$ cat src/rtl/spi_flash_arbiter_pkg.sv
// ----------------------------------------------------------------------------
// spi_flash_arbiter_pkg
//   Shared types for the SPI flash arbiter: FSM state encoding and the
//   owner identifier used for tie-break fairness.
// ----------------------------------------------------------------------------
package spi_flash_arbiter_pkg;

    localparam int ARB_STATE_W = 2;

    typedef enum logic [ARB_STATE_W-1:0] {
        ARB_IDLE    = 2'd0,
        ARB_OWN_DSP = 2'd1,
        ARB_OWN_CPU = 2'd2,
        ARB_GUARD   = 2'd3
    } arb_state_e;

    typedef enum logic {
        OWNER_DSP = 1'b0,
        OWNER_CPU = 1'b1
    } owner_e;

endpackage

$ cat src/rtl/spi_flash_arbiter_cs_sync.sv
// ----------------------------------------------------------------------------
// spi_flash_arbiter_cs_sync
//   Multi-flop synchronizer for an active-low chip select that is
//   asynchronous to sysclk. Clears to 1 (deasserted) on reset so a reset
//   can never be mistaken for a request.
// Ports
//   sysclk     in  system clock
//   reset_INV  in  asynchronous active-low reset
//   cs_INV_i   in  raw chip select, active low
//   cs_INV_o   out synchronized chip select, active low
// ----------------------------------------------------------------------------
module spi_flash_arbiter_cs_sync #(
    parameter int SYNC_STAGES = 2
) (
    input  logic sysclk,
    input  logic reset_INV,
    input  logic cs_INV_i,
    output logic cs_INV_o
);

    logic [SYNC_STAGES-1:0] sync_q;

    always_ff @(posedge sysclk or negedge reset_INV) begin
        if (!reset_INV) begin
            sync_q <= '1;
        end else begin
            // NOTE: non-blocking so each stage takes its neighbour's pre-edge value; blocking would collapse the chain into one flop.
            sync_q <= {sync_q[SYNC_STAGES-2:0], cs_INV_i};
        end
    end

    assign cs_INV_o = sync_q[SYNC_STAGES-1];

endmodule

$ cat src/rtl/spi_flash_arbiter.sv
// ----------------------------------------------------------------------------
// spi_flash_arbiter
//   Shares one SPI flash between the DSP SPI master and the CPU SPI0 master.
//   Ownership is granted on (synchronized) chip-select assertion, held until
//   release, and followed by a guard gap before the flash can change hands.
//   The SPI datapath is purely combinational, steered by the registered state.
// Ports
//   sysclk, reset_INV         clock / asynchronous active-low reset
//   dsp_en, cpu_en            bank enables; 0 masks or revokes that master
//   dsp_cs_INV/clk/mosi       DSP SPI in;  dsp_miso flash data back to DSP
//   cpu_cs_INV/clk/mosi       CPU SPI in;  cpu_miso flash data back to CPU
//   flash_cs_INV/clk/mosi     to the flash; flash_miso from the flash
//   dsp_grant, cpu_grant      registered ownership indicators
//   timeout_err               sticky: watchdog revoked a grant
// ----------------------------------------------------------------------------
module spi_flash_arbiter
    import spi_flash_arbiter_pkg::*;
#(
    parameter int SYNC_STAGES   = 2,
    parameter int GUARD_CYCLES  = 4,
    parameter int TIMEOUT_WIDTH = 24,
    parameter bit TIMEOUT_EN    = 1'b1
) (
    input  logic sysclk,
    input  logic reset_INV,
    input  logic dsp_en,
    input  logic cpu_en,
    input  logic dsp_cs_INV,
    input  logic dsp_clk,
    input  logic dsp_mosi,
    output logic dsp_miso,
    input  logic cpu_cs_INV,
    input  logic cpu_clk,
    input  logic cpu_mosi,
    output logic cpu_miso,
    output logic flash_cs_INV,
    output logic flash_clk,
    output logic flash_mosi,
    input  logic flash_miso,
    output logic dsp_grant,
    output logic cpu_grant,
    output logic timeout_err
);

    // Guard counter runs 0 .. GUARD_CYCLES-1.
    localparam int GUARD_W = (GUARD_CYCLES > 1) ? $clog2(GUARD_CYCLES) : 1;
    localparam logic [GUARD_W-1:0]       GUARD_LAST = GUARD_W'(GUARD_CYCLES - 1);
    localparam logic [TIMEOUT_WIDTH-1:0] WDOG_MAX   = {TIMEOUT_WIDTH{1'b1}};
    localparam logic [TIMEOUT_WIDTH-1:0] WDOG_LAST  = WDOG_MAX - 1'b1;

    arb_state_e               state_q, state_d;
    owner_e                   last_owner_q, last_owner_d;
    logic [TIMEOUT_WIDTH-1:0] wdog_q, wdog_d;
    logic [GUARD_W-1:0]       guard_q, guard_d;
    logic                     timeout_err_q, timeout_err_d;

    logic dsp_cs_sync, cpu_cs_sync;
    logic req_dsp, req_cpu;
    logic wdog_expire;

    spi_flash_arbiter_cs_sync #(.SYNC_STAGES(SYNC_STAGES)) u_dsp_cs_sync (
        .sysclk    (sysclk),
        .reset_INV (reset_INV),
        .cs_INV_i  (dsp_cs_INV),
        .cs_INV_o  (dsp_cs_sync)
    );

    spi_flash_arbiter_cs_sync #(.SYNC_STAGES(SYNC_STAGES)) u_cpu_cs_sync (
        .sysclk    (sysclk),
        .reset_INV (reset_INV),
        .cs_INV_i  (cpu_cs_INV),
        .cs_INV_o  (cpu_cs_sync)
    );

    // Enables are quasi-static and used unsynchronized; dropping one removes
    // the request on the next edge, which revokes an active grant.
    assign req_dsp = ~dsp_cs_sync & dsp_en;
    assign req_cpu = ~cpu_cs_sync & cpu_en;

    // Expire on the edge where the owner count would reach all-ones, so the
    // grant lasts exactly 2^TIMEOUT_WIDTH-1 cycles.
    assign wdog_expire = TIMEOUT_EN && (wdog_q == WDOG_LAST);

    // ------------------------------------------------------------------
    // State register
    // ------------------------------------------------------------------
    always_ff @(posedge sysclk or negedge reset_INV) begin
        if (!reset_INV) begin
            state_q       <= ARB_IDLE;
            last_owner_q  <= OWNER_CPU;   // DSP wins the first tie
            wdog_q        <= '0;
            guard_q       <= '0;
            timeout_err_q <= 1'b0;
        end else begin
            state_q       <= state_d;
            last_owner_q  <= last_owner_d;
            wdog_q        <= wdog_d;
            guard_q       <= guard_d;
            timeout_err_q <= timeout_err_d;
        end
    end

    // ------------------------------------------------------------------
    // Next-state logic
    // ------------------------------------------------------------------
    always_comb begin
        state_d       = state_q;
        last_owner_d  = last_owner_q;
        timeout_err_d = timeout_err_q;
        wdog_d        = wdog_q;
        guard_d       = guard_q;

        unique case (state_q)
            ARB_IDLE: begin
                // On a tie the master not granted last wins; this also keeps a
                // master that held CS through the guard from starving the other.
                if (req_dsp && (!req_cpu || last_owner_q == OWNER_CPU)) begin
                    state_d      = ARB_OWN_DSP;
                    last_owner_d = OWNER_DSP;
                end else if (req_cpu) begin
                    state_d      = ARB_OWN_CPU;
                    last_owner_d = OWNER_CPU;
                end
            end
            ARB_OWN_DSP: begin
                if (!req_dsp) begin
                    state_d = ARB_GUARD;
                end else if (wdog_expire) begin
                    state_d       = ARB_GUARD;
                    timeout_err_d = 1'b1;
                end
            end
            ARB_OWN_CPU: begin
                if (!req_cpu) begin
                    state_d = ARB_GUARD;
                end else if (wdog_expire) begin
                    state_d       = ARB_GUARD;
                    timeout_err_d = 1'b1;
                end
            end
            ARB_GUARD: begin
                if (guard_q == GUARD_LAST) begin
                    state_d = ARB_IDLE;
                end
            end
            default: state_d = ARB_IDLE;
        endcase

        // Both counters restart on every state change.
        if (state_d != state_q) begin
            wdog_d  = '0;
            guard_d = '0;
        end else begin
            if ((state_q == ARB_OWN_DSP || state_q == ARB_OWN_CPU) && wdog_q != WDOG_MAX) begin
                wdog_d = wdog_q + 1'b1;
            end
            if (state_q == ARB_GUARD) begin
                guard_d = guard_q + 1'b1;
            end
        end
    end

    // ------------------------------------------------------------------
    // Output decode and SPI steering
    // ------------------------------------------------------------------
    always_comb begin
        // NOTE: every output gets a default before the case so no path can hold an old value and infer a latch.
        flash_cs_INV = 1'b1;
        flash_clk    = 1'b0;
        flash_mosi   = 1'b0;
        dsp_miso     = 1'b0;
        cpu_miso     = 1'b0;
        dsp_grant    = 1'b0;
        cpu_grant    = 1'b0;

        unique case (state_q)
            ARB_OWN_DSP: begin
                dsp_grant    = 1'b1;
                flash_cs_INV = dsp_cs_INV;
                flash_clk    = dsp_clk;
                flash_mosi   = dsp_mosi;
                dsp_miso     = flash_miso;
            end
            ARB_OWN_CPU: begin
                cpu_grant    = 1'b1;
                flash_cs_INV = cpu_cs_INV;
                flash_clk    = cpu_clk;
                flash_mosi   = cpu_mosi;
                cpu_miso     = flash_miso;
            end
            default: ;
        endcase
    end

    assign timeout_err = timeout_err_q;

endmodule

$ cat config.mk
export PLATFORM = sky130hd
export DESIGN_NAME = spi_flash_arbiter
export DESIGN_NICKNAME = d
export VERILOG_FILES = /design/src/rtl/spi_flash_arbiter_pkg.sv /design/src/rtl/spi_flash_arbiter_cs_sync.sv /design/src/rtl/spi_flash_arbiter.sv
export SDC_FILE = /design/constraint.sdc
export NUM_CORES = 1
export LEC_CHECK = 0
export CAP_MARGIN = 20
export CORE_ASPECT_RATIO = 0.6
export CORE_MARGIN = 3
export CORE_UTILIZATION = 45
export CTS_BUF_LIST = sky130_fd_sc_hd__clkbuf_8
export DETAILED_ROUTE_END_ITERATION = 8
export MAX_ROUTING_LAYER = met4
export PLACE_DENSITY = 0.66
export SYNTH_ARGS = -nofsm -noshare
export SYNTH_HDL_FRONTEND = slang
export SYNTH_SLANG_ARGS = --single-unit
$ cat constraint.sdc
create_clock -name sysclk -period 3.2 [get_ports sysclk]
set_input_delay 0.96 -clock sysclk [delete_from_list [all_inputs] [get_ports sysclk]]
set_output_delay 0.96 -clock sysclk [all_outputs]
set_load 0.02 [all_outputs]
* Word level (Yosys, flattened, before mapping)
Index checks and enable logic that the tools add are counted.
** Word-level totals
- Register bits :: 34
- Output and inout bits :: 8
- Logic and storage cells :: 58
** Operators by class
- Add/sub/neg operators :: 2
- Equality and inequality tests :: 9
- Mux-type cells :: 24
- Bitwise gates (word level) :: 4
- Reductions and logical operators :: 12
** Operators by type and width (count)
- 24-bit two-way mux :: 2
- 24-bit by 1-bit adder with 24-bit output, second input constant :: 1
- 24-bit equality test, second input constant :: 1
- 24-bit != test, second input constant :: 1
- 2-bit two-way mux :: 8
- 1-bit two-way mux :: 9
- 1-bit case mux with 2 select lines :: 4
- 2-bit case mux with 4 select lines :: 1
- 2-bit nonzero test :: 4
- 2-bit equality test, second input constant :: 3
- 2-bit != test, second input constant :: 2
- 3-bit AND reduction :: 1
- 2-bit by 1-bit adder with 2-bit output, second input constant :: 1
- 1-bit bitwise AND :: 2
- 2-bit by 1-bit equality test with 1-bit output, second input constant :: 1
- 1-bit logical AND :: 2
- 2-bit logical NOT :: 1
- 1-bit logical OR :: 2
- 2-bit != test :: 1
- 1-bit NOT :: 2
- 2-bit AND reduction :: 1
- 1-bit logical NOT :: 1

* Logic depth before layout (Yosys ltp)
- Depth in word-level cells :: 9
- Gate-level depth with buffers :: 11
- Mapped depth without buffers :: 8

* Hierarchy
A second synthesis with hierarchy kept.
** Second synthesis, totals
- Cells, all modules :: 217
- Area total of the unflattened synthesis :: 2048.2 µm²
** Modules (own cells, without submodules)
- spi_flash_arbiter :: instances 1, cells an instance 213, area an instance 1943.1 µm², sequential area each 752.0 µm²
- spi_flash_arbiter_cs_sync :: instances 2, cells an instance 2, area an instance 52.6 µm², sequential area each 52.6 µm²

* Worst setup path before layout
No wires, ideal clock.
- Path type :: register -> output
- Start :: reg state_q[0]
- End :: out flash_clk
- Arrival time :: 1.538 ns
- Slack :: 0.702 ns
- Stages on the path, launching flop included :: 6
- Buffers on the path :: 1
- Path through :: dfrtp_1 -> inv_1 -> ha_1 -> clkbuf_1 -> a22oi_1 -> nor2b_1
** On the way
- Longest elaborated chain between the ends :: 2
** RTL lines
- from (decl) :: line spi_flash_arbiter.sv:51 : arb_state_e state_q, state_d;
- from (signal assigned) :: line spi_flash_arbiter.sv:95 : state_q <= state_d;
- 2-bit equality test / 2-bit by 1-bit equality test with 1-bit output (equally long branches) :: line spi_flash_arbiter.sv:176 : unique case (state_q)
- 1-bit case mux with 2 select lines * :: line spi_flash_arbiter.sv:176
- to (decl) :: line spi_flash_arbiter.sv:37 : output logic flash_clk,
Mark *: on every way between the ends. The rest lies on a longest branch, timed or not.

* Worst setup path in the final report
- Start :: in flash_miso
- End :: out cpu_miso
** On the way
- Longest elaborated chain between the ends :: 1
** RTL lines
- from (decl) :: line spi_flash_arbiter.sv:39 : input logic flash_miso,
- 1-bit two-way mux :: line spi_flash_arbiter.sv:176
- to (decl) :: line spi_flash_arbiter.sv:35 : output logic cpu_miso,
Every way passes these cells.

==> impl_metrics.toml <==
[detailed_routing]
postRouteAntennaNets = 0
first_pass_iters = 4
wl_per_cell_um = 15.1
drc = 0
met1_length_um = 2060
top_layer = "met4"
dr_wl_met3_um = 277
drt-total-wl_um = 4260
drtIter0Drc = 118
wl_met2_um = 1910
num_vias = 1547
via_per_inst = 5.49

[worst_setup_path]
cp_slowest_stage_delay_ps = 600
crit_fanout = 2
required_ps = 2240
crit_slowest_cell = "clkdlybuf4s50_1"
end_kind = "output pin"
start_kind = "primary input"
crit_path_start = "flash_miso"
r2r-end = "wdog_q[12]"
cp_num_buf_inv = 2
arrival_ps = 2150
reg2reg_slack_ps = 480
path_class = "primary input to output pin"
crit_top_cell = "clkdlybuf4s50_1"
r2r_start = "state_q[1]"
crit_chain = "clkdlybuf4s50_1 > and2_1 > clkdlybuf4s50_1"
r2r_cells = 10
cp_top_family = "buffers and inverters"

[logic_synthesis]
avgSynthCellArea_sq_um = 9.79
ys_seq_elements = 34
syn-num-nets = 219
synth_warnings = 0
ys_async_sr_fraction_pct = 100
synth_ff_type = "dfrtp_1"
synth_top_area_cell = "dfrtp_1"
postSynthCellCount = 200
ys_seq_area_share_pct = 43.8
synth_cell_types = 45
ys_top_cells_by_area = "dfrtp_1, dfstp_2, xor2_1"
synth_top_cell_area_share_pct = 37.1
synth_edf_count = 0
synth_area_sq_um = 1960

[sta]
fin_skew_ps = 2.44
tightest_slew_ps = 743
whs_ps = 359
hold_violations = 0
rsz0062_at_grt = "no"
period_needed_ps = 3110
final.period_utilization_pct = 97.3
setup_violations = 0
max_freq_ghz = 0.321
finalMaxSlewViolations = 0
fin_ws_ps = 85.7
slew_headroom_pct = 49.9
tns_ps = 0

[finish]
fillers = 364
fin_cells = 282
final_layout_size_suffix_gt1_share_pct = 15.6
nets = 243
multiInputGateArea_sq_um = 1040
regArea_sq_um = 857
antenna_cells = 0
areaGrowthSynthToFinish_pct = 17.4

[die]
ios = 19
start_util_pct = 50.0
core_sq_um = 3910
die_w_um = 91.2
rows = 17
dieArea_sq_um = 5200
die_h_um = 57.1

[cts]
root_buffer = "clkbuf_8"
htreeDepth = 2
hold_buffers = 0
cts_tree = "yes"
cts_setup_buffers = 0
clkSinkCount = 34
clock_path_buffers = 2
path_clk_slew_ps = 70
numCtsBuffers = 5
clock_latency_ps = 280

[placement]
io_buffer_count = 18
finalWeightedCongestion = 0.800
placed_cells = 274
place_ws_ps = 1.98
dpl.hpwl_um = 3150

[worst_hold_path]
holdPathStages = 0
hold_start = "u_cpu_cs_sync.sync_q[0]"
min_path_type = "flip-flop to flip-flop"
hold_end = "u_cpu_cs_sync.sync_q[1]"

[outcome]
status = "completed"

[job]
cap_violations = 0

[global_route]
grt_usage_pct = 18.5
grt-ovfl-total = 0
grt_pass1_vias = 1522
antenna_found_initial = 0
grt_pass1_wl_um = 7390
grt_max_degree = 35

[power]
p_per_area_nw_per_um2 = 761
power_leakage_nw = 0.966
vdd_drop_max_uv = 375
per-stage QoR:
stage / util, % / instance area, sq um / power [mW]
final: 58.8 / 2300 / 1.75
after global routing: 58.8 / 2300 / 1.86
after CTS: 58.7 / 2300 / 1.76
after detailed placement: 56.4 / 2210 / 1.44
after global placement: 56.4 / 2210 / 1.41
after floorplan: - / 1960 / 1.22
per-layer routing:
layer,vias to the layer above,GRT usage [%]
met1,751,25.5
met5,-,-
met3,2,5.53
met4,0,4.08
met2,55,27.0
li1,739,-
synthesized netlist by cell type (2+ instances only):
| master | n |
|---|---|
| a21oi_1 | 3 |
| a22oi_1 | 4 |
| and2_1 | 3 |
| and3_1 | 4 |
| clkbuf_1 | 4 |
| dfrtp_1 | 29 |
| dfstp_2 | 5 |
| ha_1 | 8 |
| inv_1 | 5 |
| nand2_1 | 18 |
| nand2b_1 | 2 |
| nand3_1 | 11 |
| nand4_1 | 6 |
| nor2_1 | 23 |
| nor2_2 | 12 |
| nor2b_1 | 6 |
| nor3_1 | 3 |
| o211ai_1 | 2 |
| o21ai_0 | 2 |
| or3_1 | 2 |
| or4_1 | 2 |
| xnor2_1 | 11 |
| xor2_1 | 13 |
sequential cells by signal, summed over array words and instances (netlist names):
register	count
u_dsp_cs_sync.sync_q	2
last_owner_q	1
guard_q	2
wdog_q	24
state_q	2
timeout_err	1
u_cpu_cs_sync.sync_q	2
repair_timing:
action / 4_1_cts / 5_1_grt
setup endpoints to repair: 2 / 1
pin swaps: 0 / 0
gates resized for setup: 2 / 1
cloned: 0 / 0
cells in the final DEF, fill, tap and decap left out, drive strengths merged, types with 3 or more instances in the layout:
master and n:
and2 3, clkbuf 6, nor2b 6, dfstp 5, a22oi 4, inv 6, clkdlybuf4s50 15, xor2 13
a21oi 3, dfrtp 29, and3 4, buf 6, nand2 18, nand4 7, xnor2 11, nor3 3
nand3 11, nor2 35, o21ai 3, ha 8
worst max-delay path by stage:
stage,end,slack [ps],cells after the start
after CTS,flash_cs_INV,20,4
after detailed placement,flash_mosi,2,4
after floorplan,flash_clk,700,5
after global routing,dsp_miso,60,3
final,cpu_miso,90,3
after global placement,flash_clk,8,4
area by class of cell:
type | instances | area share (%)
sequential | 34 | 37.3
tap | 57 | 3.10
clock buffer | 6 | 3.59
timing repair buffer | 24 | 9.79
clock inverter | 2 | 0.381
inverter | 5 | 0.816
multi-input combinational | 154 | 45.0
cells by family (layout without fill, tap and decap cells):
| family | count (synthesis) | after routing | share of synthesized area, % |
|---|---|---|---|
| XOR/XNOR | 24 | 24 | 10.7 |
| AO/OA/AOI/OAI | 24 | 24 | 10.2 |
| multiplexers | 1 | 1 | 0.511 |
| adder cells (fa/ha/maj) | 8 | 8 | 5.11 |
| AND/OR/NAND/NOR | 97 | 97 | 26.3 |
| flip-flops | 34 | 34 | 43.8 |
| buffers and inverters | 12 | 37 | 3.32 |
where the power goes:
group          internal (mW)  switching, mW
Clock                  0.170          0.148
Sequential             0.481         0.0611
Combinational          0.346          0.543
No activity file was read; power rests on OpenSTA's default activity.
==> RTL change 1 (same settings) <==
Set the parameter `GUARD_CYCLES` to 2 (it was 4).
--- a/src/rtl/spi_flash_arbiter.sv
+++ b/src/rtl/spi_flash_arbiter.sv
@@ -17,7 +17,7 @@
     import spi_flash_arbiter_pkg::*;
 #(
     parameter int SYNC_STAGES   = 2,
-    parameter int GUARD_CYCLES  = 4,
+    parameter int GUARD_CYCLES  = 2,
     parameter int TIMEOUT_WIDTH = 24,
     parameter bit TIMEOUT_EN    = 1'b1
 ) (
Behaviour: not the same (a bounded check fails within 10 cycles, from zero or initial values and one cycle with reset_INV low).
==> RTL change 1 against the unedited design <==
Area after synthesis is 0.89% higher; worst setup slack gained 0.0024 ns; design area grew 1.6%; sequential share of layout area fell by 1.7 points; sequential cell count shrank 1; wire length is 10% higher; total power decreased by 4.7%; clock power about the same; maximum frequency about the same; largest cell class unchanged.
==> RTL change 1: results <==
{
  "outcome": "completed",
  "leakage_nw": 0.903,
  "drive_above_1_share_pct": 13.4,
  "yosysSeqAreaShare_pct": 42.1,
  "vias_per_cell": 6.09,
  "grt_pass1_vias": 1699,
  "r2r-start": "wdog_q[3]$_DFFE_PN0P_",
  "async_flop_share_pct": 100,
  "r2r_end": "wdog_q[17]$_DFFE_PN0P_",
  "cp_top_family": "buffers and inverters",
  "met3_usage_pct": 4.87,
  "dpl_cell_area_sq_mm": 0.00224,
  "synth_area_leaders": "dfrtp_1 35%, dfstp_2 6.6%, a211oi_1 5.7%, o21ai_0 5.1%, ha_1 4.4%",
  "worst_pin_slew_ns": 1.03,
  "synth_cells": 206,
  "min_period_ns": 3.11,
  "synth_common_cells": "28 x dfrtp_1, 20 x o21ai_0, 15 x a211oi_1",
  "reg2reg_depth": 5,
  "met2_usage_pct": 26.9,
  "reg2reg_setup_slack_ns": 0.60,
  "wl_per_cell_um": 16.3,
  "ir_drop_v": 0.000515,
  "grt_first_pass_wirelength_mm": 8.02,
  "arrival_ns": 2.15,
  "synth_nets": 224,
  "fin_skew_ns": 0.00719,
  "cts_buffer_depth": 2,
  "drtIter0Drc": 86,
  "min_from": "u_dsp_cs_sync.sync_q[0]$_DFF_PN1_",
  "finalWirelength_mm": 4.70,
  "dp_slack_ns": -0.0315,
  "synth_xor_area_share_pct": 3.55,
  "busiest_layer": "met1",
  "synthAdderAreaFrac_pct": 4.43,
  "grtUsageMet1_pct": 29.4,
  "antenna_found_initial": 0,
  "slowest_stage": "clkdlybuf4s50_1",
  "dpl.cell_count": 281,
  "grt_use_total_pct": 19.8,
  "synth_compound_area_share_pct": 22.6,
  "gp_congestion": 0.953,
  "holdPathStages": 0,
  "fin_nets": 249,
  "synthMuxAreaShare_pct": 0,
  "hold_end": "u_dsp_cs_sync.sync_q[1]$_DFF_PN1_",
  "dpl.hpwl_mm": 3.37,
  "grt_max_degree": 34
}
==> RTL change 1: changes by cell type after synthesis, moves of 5 or more <==
| cell | change |
|---|---|
| xor2_1 | -10 |
| o21ai_0 | +18 |
| or3_1 | +12 |
| xnor2_1 | -6 |
| nor3_1 | +6 |
| nand3_1 | -5 |
| a211oi_1 | +15 |
| nor2_2 | -12 |
| nor2_1 | -15 |
==> RTL change 1: per-stage QoR <==
step                      power (mW)  hold WS (ns)
after floorplan                 1.07         0.345
after global placement          1.32         0.348
after detailed placement        1.35         0.349
after CTS                       1.67         0.358
after global routing            1.77         0.362
final                           1.67         0.356
==> RTL change 1: cell type report <==
cell class	count	area, sq um
sequential	33	832
fill	348	1600
tap	57	71.3
timing repair buffer	23	221
clock buffer	6	82.6
multi-input combinational	160	1090
clock inverter	2	7.51
inverter	8	30.0
==> RTL change 1: kinds of logic (layout without fill, tap and decap cells) <==
family / Yosys count / in the layout
XOR/XNOR: 8 / 8
flip-flops: 33 / 33
buffers and inverters: 13 / 39
AO/OA/AOI/OAI: 60 / 60
AND/OR/NAND/NOR: 85 / 85
adder cells (fa/ha/maj): 7 / 7
==> RTL change 1: where the power goes <==
part,leakage [nW],switching [mW],internal [mW]
clock,0.0538,0.150,0.169
combinational,0.412,0.562,0.302
sequential,0.437,0.0255,0.459
total,0.903,0.737,0.930
==> RTL change 1: timing repair <==
item / 4_1_cts / 5_1_grt
hold buffers: 0 / 0
endpoints found under the setup margin: 1 / 2
setup buffers: 0 / 0
cloned: 0 / 0
gates resized for setup: 1 / 3
==> RTL change 1: metal layers <==
| layer | part of all wire, % | up-vias |
|---|---|---|
| li1 | - | 841 |
| met1 | 52 | 861 |
| met2 | 41 | 51 |
| met3 | 5.8 | 6 |
| met4 | 0.77 | 0 |
| met5 | 0 | - |
==> RTL change 2 (same flow settings) <==
Without the edit above. Register the output `timeout_err` once more; this adds one clock of latency there. The other outputs are not delayed to match.
--- a/src/rtl/spi_flash_arbiter.sv
+++ b/src/rtl/spi_flash_arbiter.sv
@@ -192,7 +192,9 @@
         endcase
     end
 
-    assign timeout_err = timeout_err_q;
+    always_ff @(posedge sysclk) begin
+        timeout_err <= timeout_err_q;
+    end
 
 endmodule
 
Formal check against the unedited RTL: no difference found for any inputs over 10 cycles, from zero or initial values and one cycle with reset_INV low; that may be too few to reach the edited logic, so the function may still have changed.
==> RTL change 2 against the unedited design <==
Combinational power grew 6.4%; clock skew increased by 0.0037 ns; total power grew 1.8%; maximum frequency grew 0.39%; wire length is 5.0% lower; synthesized cell count rose by 0.50%; design area increased by 1.2%; area after synthesis rose by 1.0%; sequential cell count up 1; worst setup slack improved by 0.012 ns; critical path type unchanged.
==> RTL change 2: results <==
{
  "outcome": "completed",
  "fin_nets": 244,
  "vias_per_cell": 5.31,
  "synth_area_leaders": "dfrtp_1 37%, dfstp_2 6.6%, xor2_1 5.8%, ha_1 5.1%, xnor2_1 4.9%",
  "gp_congestion": 0.811,
  "yosysSeqAreaShare_pct": 44.3,
  "synth_nets": 220,
  "fin_skew_ns": 0.00618,
  "grt_use_total_pct": 17.9,
  "wl_per_cell_um": 14.3,
  "finalWirelength_mm": 4.05,
  "p_int_mw": 1.03,
  "async_flop_share_pct": 97.1,
  "dpl.hpwl_mm": 3.09,
  "grt_first_pass_wirelength_mm": 7.15,
  "dpl_cell_area_sq_mm": 0.00224,
  "drive_above_1_share_pct": 15.0,
  "drt_pass1_iterations": 5,
  "fillers": 353,
  "drtIter0Drc": 58,
  "synth_cell_type_count": 46,
  "dpl.cell_count": 275,
  "max_slew_margin_pct": 50.7,
  "syn_avg_cell_area_sq_um": 9.84,
  "leakage_nw": 0.990,
  "dp_slack_ns": -0.00536
}
==> RTL change 2: per-stage QoR <==
stage	utilization [%]	power [mW]
floorplan	-	1.23
global placement	56.9	1.47
detailed placement	56.9	1.50
CTS	59.0	1.80
global route	59.1	1.91
finish	59.1	1.78
==> RTL change 2: logic make-up (layout without fill, tap and decap cells) <==
kind of cell    after synthesis  count (layout)  synth area share (%)
simple gates                 97              97                  26.1
flops                        35              35                  44.3
compound gates               24              24                  10.1
xor+xnor                     24              24                  10.6
buf+inv                      12              37                  3.29
fa+ha+maj                     8               8                  5.06
mux                           1               1                 0.506
==> RTL change 2: worst paths after layout <==
check | depth (start not counted) | end | slack (ns) | startpoint
min | 0 | u_dsp_cs_sync.sync_q[1]$_DFF_PN1_ | 0.36 | u_dsp_cs_sync.sync_q[0]$_DFF_PN1_
max in group asynchronous | 2 | u_cpu_cs_sync.sync_q[1]$_DFF_PN1_ | 1.77 | reset_INV
max | 3 | dsp_miso | 0.1 | flash_miso
min reg2reg | 0 | u_dsp_cs_sync.sync_q[1]$_DFF_PN1_ | 0.36 | u_dsp_cs_sync.sync_q[0]$_DFF_PN1_
min in group asynchronous | 2 | wdog_q[19]$_DFFE_PN0P_ | 1.08 | reset_INV
max reg2reg | 8 | guard_q[1]$_DFFE_PN0P_ | 0.79 | state_q[0]$_DFF_PN0_
==> RTL change 2: timing repair <==
action / CTS / global route
gates resized for setup: 1 / 3
endpoints found under the hold margin: 0 / 0
gates cloned: 0 / 0
setup endpoints to repair: 1 / 2
==> RTL change 2: final cells by class <==
cell class,count,share of cell area [%]
multi-input combinational,154,44.6
sequential,35,37.7
timing repair buffer,24,10.4
tap,57,3.06
clock buffer,5,2.96
inverter,5,0.806
clock inverter,3,0.484
==> RTL change 2: power groups by stage <==
stage	clock network [mW]	logic [mW]	registers, mW
final	0.296	0.946	0.541
after global routing	0.330	1.03	0.548
after CTS	0.306	0.954	0.540
after detailed placement	0	0.955	0.548
after global placement	0	0.926	0.544
after floorplan	0	0.695	0.536
==> RTL change 2: layer usage <==
| layer | vias to the layer above | global-route usage, % | wire length (um) |
|---|---|---|---|
| li1 | 742 | - | - |
| met1 | 731 | 23.9 | 2080 |
| met2 | 26 | 26.0 | 1760 |
| met5 | - | - | 0 |
| met3 | 4 | 6.06 | 190 |
| met4 | 0 | 4.51 | 21 |
